<file path="src/rtl/tl_demux.sv">
// 1-to-N response router: steers a valid/ready beat stream to one of N clients,
// locking multi-beat messages to the destination sampled on their first beat.
module tl_demux #(
    parameter int N      = 4,
    parameter int DATA_W = 8,
    parameter int SEL_W  = 2
) (
    input  logic              clk,
    input  logic              rst_n,
    input  logic              valid_i,
    output logic              ready_o,
    input  logic [DATA_W-1:0] data_i,
    input  logic [SEL_W-1:0]  sel_i,
    input  logic              last_i,
    output logic [N-1:0]      valid_o,
    input  logic [N-1:0]      ready_i,
    output logic [DATA_W-1:0] data_o,
    output logic              last_o,
    output logic              busy_o,
    output logic              drop_o
);

    localparam int SPAN = 1 << SEL_W;

    typedef enum logic {
        IDLE,
        BURST
    } state_t;

    state_t            state_q, state_d;
    logic [SEL_W-1:0]  locked_sel_q, locked_sel_d;

    logic              out_valid_q;
    logic [SEL_W-1:0]  out_sel_q;
    logic [DATA_W-1:0] out_data_q;
    logic              out_last_q;
    logic              drop_q;

    logic [SPAN-1:0]   ready_pad;
    logic [SPAN-1:0]   dest_mask;
    logic [SEL_W-1:0]  route;
    logic              route_ok;
    logic              sel_ready;
    logic              fire;
    logic              accept;
    logic              load;

    // Pad ready_i and build the legal-destination mask to the full index span,
    // so unused encodings (N not a power of two) index cleanly.
    always_comb begin
        ready_pad = '0;
        ready_pad[N-1:0] = ready_i;
        dest_mask = '0;
        for (int k = 0; k < SPAN; k++) begin
            dest_mask[k] = (k < N);
        end
    end

    always_comb begin
        route     = (state_q == BURST) ? locked_sel_q : sel_i;
        route_ok  = dest_mask[route];
        sel_ready = ready_pad[out_sel_q];
        fire      = out_valid_q && sel_ready;
        ready_o   = !out_valid_q || sel_ready || !route_ok;
        accept    = valid_i && ready_o;
        load      = accept && route_ok;
    end

    always_comb begin
        state_d      = state_q;
        locked_sel_d = locked_sel_q;
        case (state_q)
            IDLE: begin
                if (accept && !last_i) begin
                    state_d      = BURST;
                    locked_sel_d = sel_i;
                end
            end
            BURST: begin
                if (accept && last_i) begin
                    state_d = IDLE;
                end
            end
            default: state_d = IDLE;
        endcase
    end

    always_ff @(posedge clk or negedge rst_n) begin
        if (!rst_n) begin
            state_q      <= IDLE;
            locked_sel_q <= '0;
        end else begin
            state_q      <= state_d;
            locked_sel_q <= locked_sel_d;
        end
    end

    // Dropped beats never touch the output register, which keeps draining.
    always_ff @(posedge clk or negedge rst_n) begin
        if (!rst_n) begin
            out_valid_q <= 1'b0;
            out_sel_q   <= '0;
            out_data_q  <= '0;
            out_last_q  <= 1'b0;
            drop_q      <= 1'b0;
        end else begin
            drop_q <= accept && !route_ok;
            if (load) begin
                out_valid_q <= 1'b1;
                out_sel_q   <= route;
                out_data_q  <= data_i;
                out_last_q  <= last_i;
            end else if (fire) begin
                out_valid_q <= 1'b0;
            end
        end
    end

    always_comb begin
        valid_o = '0;
        for (int k = 0; k < N; k++) begin
            valid_o[k] = out_valid_q && (out_sel_q == SEL_W'(k));
        end
    end

    assign data_o = out_data_q;
    assign last_o = out_last_q;
    assign busy_o = (state_q == BURST);
    assign drop_o = drop_q;

endmodule

</file>
<file path="config.mk">
export PLATFORM = sky130hd
export DESIGN_NAME = tl_demux
export DESIGN_NICKNAME = d
export VERILOG_FILES = /design/src/rtl/tl_demux.sv
export SDC_FILE = /design/constraint.sdc
export NUM_CORES = 1
export LEC_CHECK = 0
export BUFFER_PORTS_ARGS = -buffer_cell sky130_fd_sc_hd__buf_2
export CAP_MARGIN = 0
export CORE_UTILIZATION = 35
export CTS_BUF_LIST = sky130_fd_sc_hd__clkbuf_16
export CTS_CLUSTER_DIAMETER = 30
export DETAILED_ROUTE_END_ITERATION = 10
export GPL_ROUTABILITY_DRIVEN = 0
export PLACE_DENSITY = 0.62
export RECOVER_POWER = 100
export SYNTH_ARGS = -nofsm -noshare
export SYNTH_HDL_FRONTEND = slang
export SYNTH_SLANG_ARGS = --single-unit
export TNS_END_PERCENT = 50
</file>
<file path="constraint.sdc">
create_clock -name clk -period 5.3 [get_ports clk]
set_input_delay 1.06 -clock clk [delete_from_list [all_inputs] [get_ports clk]]
set_output_delay 1.06 -clock clk [all_outputs]
set_load 0.005 [all_outputs]
</file>
==> flow_summary.json, run 1 <==
{
  "path_cells": "buf_2 > mux2_1 > o221ai_1 > or3_1 > mux2_1",
  "end_kind": "register",
  "ctsHoldBuffers": 0,
  "drc": 0,
  "worst-path-buf-inv": 1,
  "grt.busiest_layer": "met2",
  "peakVddDrop_mv": 0.295,
  "grt_usage": 0.129,
  "worstMarginPinSlew_ns": 1.19,
  "place_ws_ns": 2.44,
  "placed_cells": 105,
  "period_share": 0.543,
  "critPathMaxStageDelay_ns": 0.93,
  "row_count": 15,
  "pin_count": 34,
  "syn_inst": 50,
  "layout.nets": 103,
  "async_flop_share": 1.00,
  "use_met2": 0.211,
  "synth.area.mux_share": 0.262,
  "cts_resized": 0,
  "clk_latency_ns": 0.24,
  "hold_violations": 0,
  "grtUsageMet1": 0.147,
  "grt_pass1_vias": 456,
  "grt_pass1_wl_um": 1860,
  "fin_area_um2": 892,
  "synth_top_family_by_area": "multiplexers",
  "grt_overflow": 0,
  "leakagePower_nw": 0.420,
  "htree_levels": 1,
  "totalWireLength_um": 1190,
  "clock.fmax_ghz": 0.347,
  "cts_tree": "done",
  "clk_pin_slew_worst_paths_ns": 0.05,
  "yosysWarnings": 0,
  "reg2reg_slack_ns": 2.85,
  "critPathKind": "input port to register",
  "hold_class": "register to register",
  "synthXorXnorAreaFrac": 0,
  "syn2layout_area_growth_pct": 34.3,
  "grt_use_met3": 0.0516,
  "post_cts_buffers": 0,
  "worstPathMaxFanout": 14,
  "die_area_um2": 2080,
  "syn_nets": 68,
  "portBuffers": 32,
  "power_frac_seq": 0.399,
  "drtIter0Drc": 3,
  "fin_ws_ns": 2.42,
  "synth-simple-area-share": 0.0753,
  "drtAntennaViolNets": 0,
  "first_pass_iters": 4,
  "ys_types": 17,
  "synth-compound-area-share": 0.0678,
  "syn_avg_cell_area_um2": 13.3,
  "clkSinkCount": 15,
  "power_frac_comb": 0.317,
  "power_density_nw_per_um2": 559,
  "rsz0062_at_grt": "no",
  "initial_utilization": 0.381,
  "fin_cells": 109,
  "synthesis.area_um2": 664,
  "setup_tns_ns": 0,
  "clkPwrFrac": 0.284,
  "crit_path_start_kind": "input port",
  "cpMostUsedCell": "mux2_1",
  "drive_above_1_share": 0.405,
  "drv_cap": 0,
  "min_period_ns": 2.88,
  "setup_viol": 0,
  "cts_buffer_depth": 2,
  "vias_per_cell": 4.69,
  "die_y_um": 45.6,
  "antenna_cells": 0,
  "synth_largest_area_cell": "dfrtp_1",
  "internal_power_mw": 0.354,
  "synth_edf_count": 0,
  "drv_slew": 0,
  "coreArea_um2": 1750,
  "crit_path_top_delay_cell": "o221ai_1",
  "dieWidth_um": 45.6,
  "grt_max_degree": 16,
  "root_buffer": "clkbuf_16",
  "power_mw": 0.499,
  "yosys.area.top_type_share": 0.565,
  "synth_commonest_cells": "15 x dfrtp_1, 11 x mux2_2, 4 x nor2_1",
  "netSwitchingPower_mw": 0.145,
  "fin_skew_ns": 0.00104,
  "antenna_found_initial": 0,
  "placed_area_um2": 843,
  "synthAdderAreaFrac": 0,
  "vias": 511,
  "ys_seq_elements": 15,
  "synthFlopType": "dfrtp_1",
  "arrival_ns": 3.00,
  "synthTopCellsByArea": "dfrtp_1 56%, mux2_2 19%, mux2_4 4.5%, mux2i_1 3.0%, nor2_1 2.3%",
  "cts_buffers": 3,
  "hold_ws_ns": 0.501,
  "switching_share": 0.291,
  "wire_per_inst_um": 10.9,
  "slew_headroom": 0.205,
  "cp.required_ns": 5.42,
  "yosysMostFrequentCell": "dfrtp_1",
  "outcome": "finished, final reports clean",
  "critPathTopFamily": "compound AO/OA/AOI/OAI gates",
  "layout.core_utilization": 0.511,
  "ys_seq_area_frac": 0.565
}
==> registers in the layout (all words and copies together) (netlist names), named ones only <==
register / cells
data_o: 8
locked_sel_q: 2
out_sel_q: 2
last_o: 1
out_valid_q: 1
==> power groups by stage <==
stage                     Clock, mW  Sequential, mW  Combinational [mW]
after floorplan                   0           0.200               0.106
after global placement            0           0.199               0.173
after detailed placement          0           0.201               0.176
after CTS                     0.145           0.199               0.178
after global routing          0.150           0.206               0.179
final                         0.142           0.199               0.158
==> metal layers <==
metal,share of wire,up-vias
li1,-,242
met1,0.42,239
met2,0.48,28
met3,0.092,2
met4,0.0092,0
met5,0,-
==> final timing paths <==
check                        startpoint         endpoint  cells after the start
max                          ready_i[1]  locked_sel_q[1]                      5
min                           data_o[0]        data_o[0]                      1
max reg2reg                out_sel_q[0]  locked_sel_q[1]                      4
min reg2reg                   data_o[0]        data_o[0]                      1
max in group asynchronous         rst_n        data_o[1]                      1
min in group asynchronous         rst_n        data_o[4]                      1
==> cell families after synthesis <==
group	after synthesis
AND/OR/NAND/NOR	10
multiplexers	15
AO/OA/AOI/OAI	6
other	1
buffers and inverters	3
flip-flops	15
==> layout by cell type, fill, tap and decap left out, types with 2 or more instances in the layout <==
cell,netlist,routed
mux2i_1,2,2
clkbuf_1,0,12
nor2_1,4,4
inv_1,1,2
mux2_2,11,10
mux2_1,0,2
clkbuf_16,0,3
dfrtp_1,15,15
buf_2,1,19
nand2b_1,2,2
o21ai_0,2,2
nand2_1,3,3
==> worst register-to-register path: stages (launching register included) <==
cell	delay [ns]
dfrtp_1	0.43
mux2_1	0.36
o221ai_1	0.93
or3_1	0.28
mux2_1	0.33
==> layout make-up <==
| cell class | count | area (µm²) |
|---|---|---|
| Tap cell | 25 | 31.3 |
| Clock buffer | 3 | 75.1 |
| Sequential cell | 15 | 375 |
| Timing Repair Buffer | 32 | 145 |
| Fill cell | 165 | 853 |
| Multi-Input combinational cell | 32 | 258 |
| Clock inverter | 1 | 3.75 |
| Inverter | 1 | 3.75 |
(Power assumes the default switching activity.)
==> run 2, diff against run 1 <==
--- a/config.mk
+++ b/config.mk
@@ -12,7 +12,7 @@
 export CTS_CLUSTER_DIAMETER = 30
 export DETAILED_ROUTE_END_ITERATION = 10
 export GPL_ROUTABILITY_DRIVEN = 0
-export PLACE_DENSITY = 0.62
+export PLACE_DENSITY = 0.65
 export RECOVER_POWER = 100
 export SYNTH_ARGS = -nofsm -noshare
 export SYNTH_HDL_FRONTEND = slang
==> constraint.sdc (replaced) <==
create_clock -name clk -period 2.6 [get_ports clk]
set_input_delay 0.52 -clock clk [delete_from_list [all_inputs] [get_ports clk]]
set_output_delay 0.52 -clock clk [all_outputs]
set_load 0.005 [all_outputs]
==> run 2 against run 1 <==
Hold slack got worse by 0.17 ns. Die area unchanged. Via count down 1.2%. Sequential share of layout area is 0.35 points lower. Clock skew rose by 0.0013 ns. Global-route usage grew 2.8 points. Register-to-register slack worse by 2.3 ns. Critical path depth down 1. Non-clock buffer count is 1 higher. Critical path type is now register to register.
==> flow_summary.json, run 2 (synthesized netlist as in run 1, its figures left out) <==
{
  "fin_ws_ns": 0.560,
  "fin_area_um2": 900,
  "layout_commonest_cell": "buf_2",
  "hold_class": "input port to async pin",
  "cp.required_ns": 2.72,
  "placed_area_um2": 851,
  "cts_buffer_depth": 2,
  "cts_tree": "done",
  "clock.fmax_ghz": 0.490,
  "clkSinkCount": 15,
  "hold_violations": 0,
  "first_pass_iters": 4,
  "row_count": 15,
  "worstMarginPinSlew_ns": 0.764,
  "mostFrequentLayoutCells": "19 x buf_2, 15 x dfrtp_1, 12 x clkbuf_1, 9 x mux2_2, 4 x nor2_1",
  "critPathKind": "register to register",
  "crit_path_start_kind": "register",
  "arrival_ns": 2.16,
  "drc": 0,
  "drv_cap": 0,
  "initial_utilization": 0.381,
  "antenna_cells": 0,
  "layout.nets": 104,
  "cts_resized": 0,
  "post_cts_buffers": 0,
  "portBuffers": 32,
  "root_buffer": "clkbuf_16",
  "slew_headroom": 0.491,
  "end_kind": "register",
  "outcome": "finished, final reports clean",
  "grt_overflow": 0,
  "htree_levels": 1,
  "antenna_found_initial": 0,
  "power_mw": 1.02,
  "fin_skew_ns": 0.00230,
  "nFillCells": 184,
  "place_ws_ns": 0.647,
  "power_density_nw_per_um2": 1140,
  "drv_slew": 0,
  "drtIter0Drc": 6,
  "die_area_um2": 2080,
  "crit_path_top_delay_cell": "o221ai_1",
  "dp.final_hpwl_um": 978,
  "grt_max_degree": 16,
  "peakVddDrop_mv": 0.531,
  "dieWidth_um": 45.6,
  "leakagePower_nw": 0.424,
  "setup_viol": 0,
  "pin_count": 34,
  "worst-path-buf-inv": 1,
  "syn2layout_area_growth_pct": 35.4,
  "drive_above_1_share": 0.400,
  "vias": 505,
  "totalWireLength_um": 1260,
  "critPathMaxStageDelay_ns": 0.48,
  "clk_latency_ns": 0.24,
  "die_y_um": 45.6,
  "min_period_ns": 2.04,
  "period_share": 0.785,
  "coreArea_um2": 1750,
  "vias_per_cell": 4.59,
  "grt_usage": 0.157,
  "grt_pass1_wl_um": 2190,
  "layout.core_utilization": 0.515,
  "drtAntennaViolNets": 0,
  "clk_pin_slew_worst_paths_ns": 0.05,
  "rsz0062_at_grt": "no",
  "critPathTopFamily": "multiplexers",
  "setup_tns_ns": 0,
  "grt_pass1_vias": 498,
  "worstPathMaxFanout": 9,
  "ctsHoldBuffers": 0,
  "largest_reg_flops": 8,
  "path_cells": "mux2_1 > o221ai_1 > buf_4 > mux2_2",
  "wire_per_inst_um": 11.5,
  "cts_buffers": 3
}
[run 2: cell count changes in the layout (fill, tap and decap cells not counted)]
cell / change
mux2_1: +1
buf_4: +1
mux2_2: -1
[run 2: worst paths after layout]
path / startpoint / depth (start not counted) / to / slack (ns)
max: out_sel_q[0] / 4 / data_o[5] / 0.56
min in group clk: locked_sel_q[1] / 1 / locked_sel_q[1] / 0.49
max reg2reg: out_sel_q[0] / 4 / data_o[5] / 0.56
max in group asynchronous: rst_n / 1 / locked_sel_q[0] / 1.79
min reg2reg: locked_sel_q[1] / 1 / locked_sel_q[1] / 0.49
min: rst_n / 1 / data_o[0] / 0.33
[run 2: routing by layer]
layer,vias to the layer above,wire [µm],GRT usage
met2,26,612,0.246
met5,-,0,0
met4,0,32,0.0909
met1,233,518,0.187
met3,5,97,0.0516
li1,241,-,-
[run 2: worst reg2reg max path, delay by kind of cell, from the launching register on]
family,cells,cell delay [ns]
buffers and inverters,1,0.27
DFF,1,0.45
muxes,2,0.72
AOI/OAI and AO/OA,1,0.48
[run 2: layout make-up]
cell class	count	area, µm²	area share
inverter	1	3.75	0.00417
clock inverter	1	3.75	0.00417
tap	25	31.3	0.0348
clock buffer	3	75.1	0.0834
timing repair buffer	33	153	0.170
sequential	15	375	0.417
multi-input combinational	32	258	0.287
[run 2: stage by stage]
| stage | hold slack (ns) | std cells |
|---|---|---|
| final | 0.328 | 110 |
| after global routing | 0.405 | 110 |
| after CTS | 0.181 | 110 |
| after detailed placement | 0.435 | 106 |
| after global placement | 0.438 | 106 |
| after floorplan | 0.224 | 50 |
[run 2: where the power goes]
group / internal, mW / switching [mW] / leakage (nW)
Clock: 0.203 / 0.0829 / 0.0423
Combinational: 0.181 / 0.147 / 0.206
Sequential: 0.339 / 0.0714 / 0.176
Total: 0.723 / 0.301 / 0.424
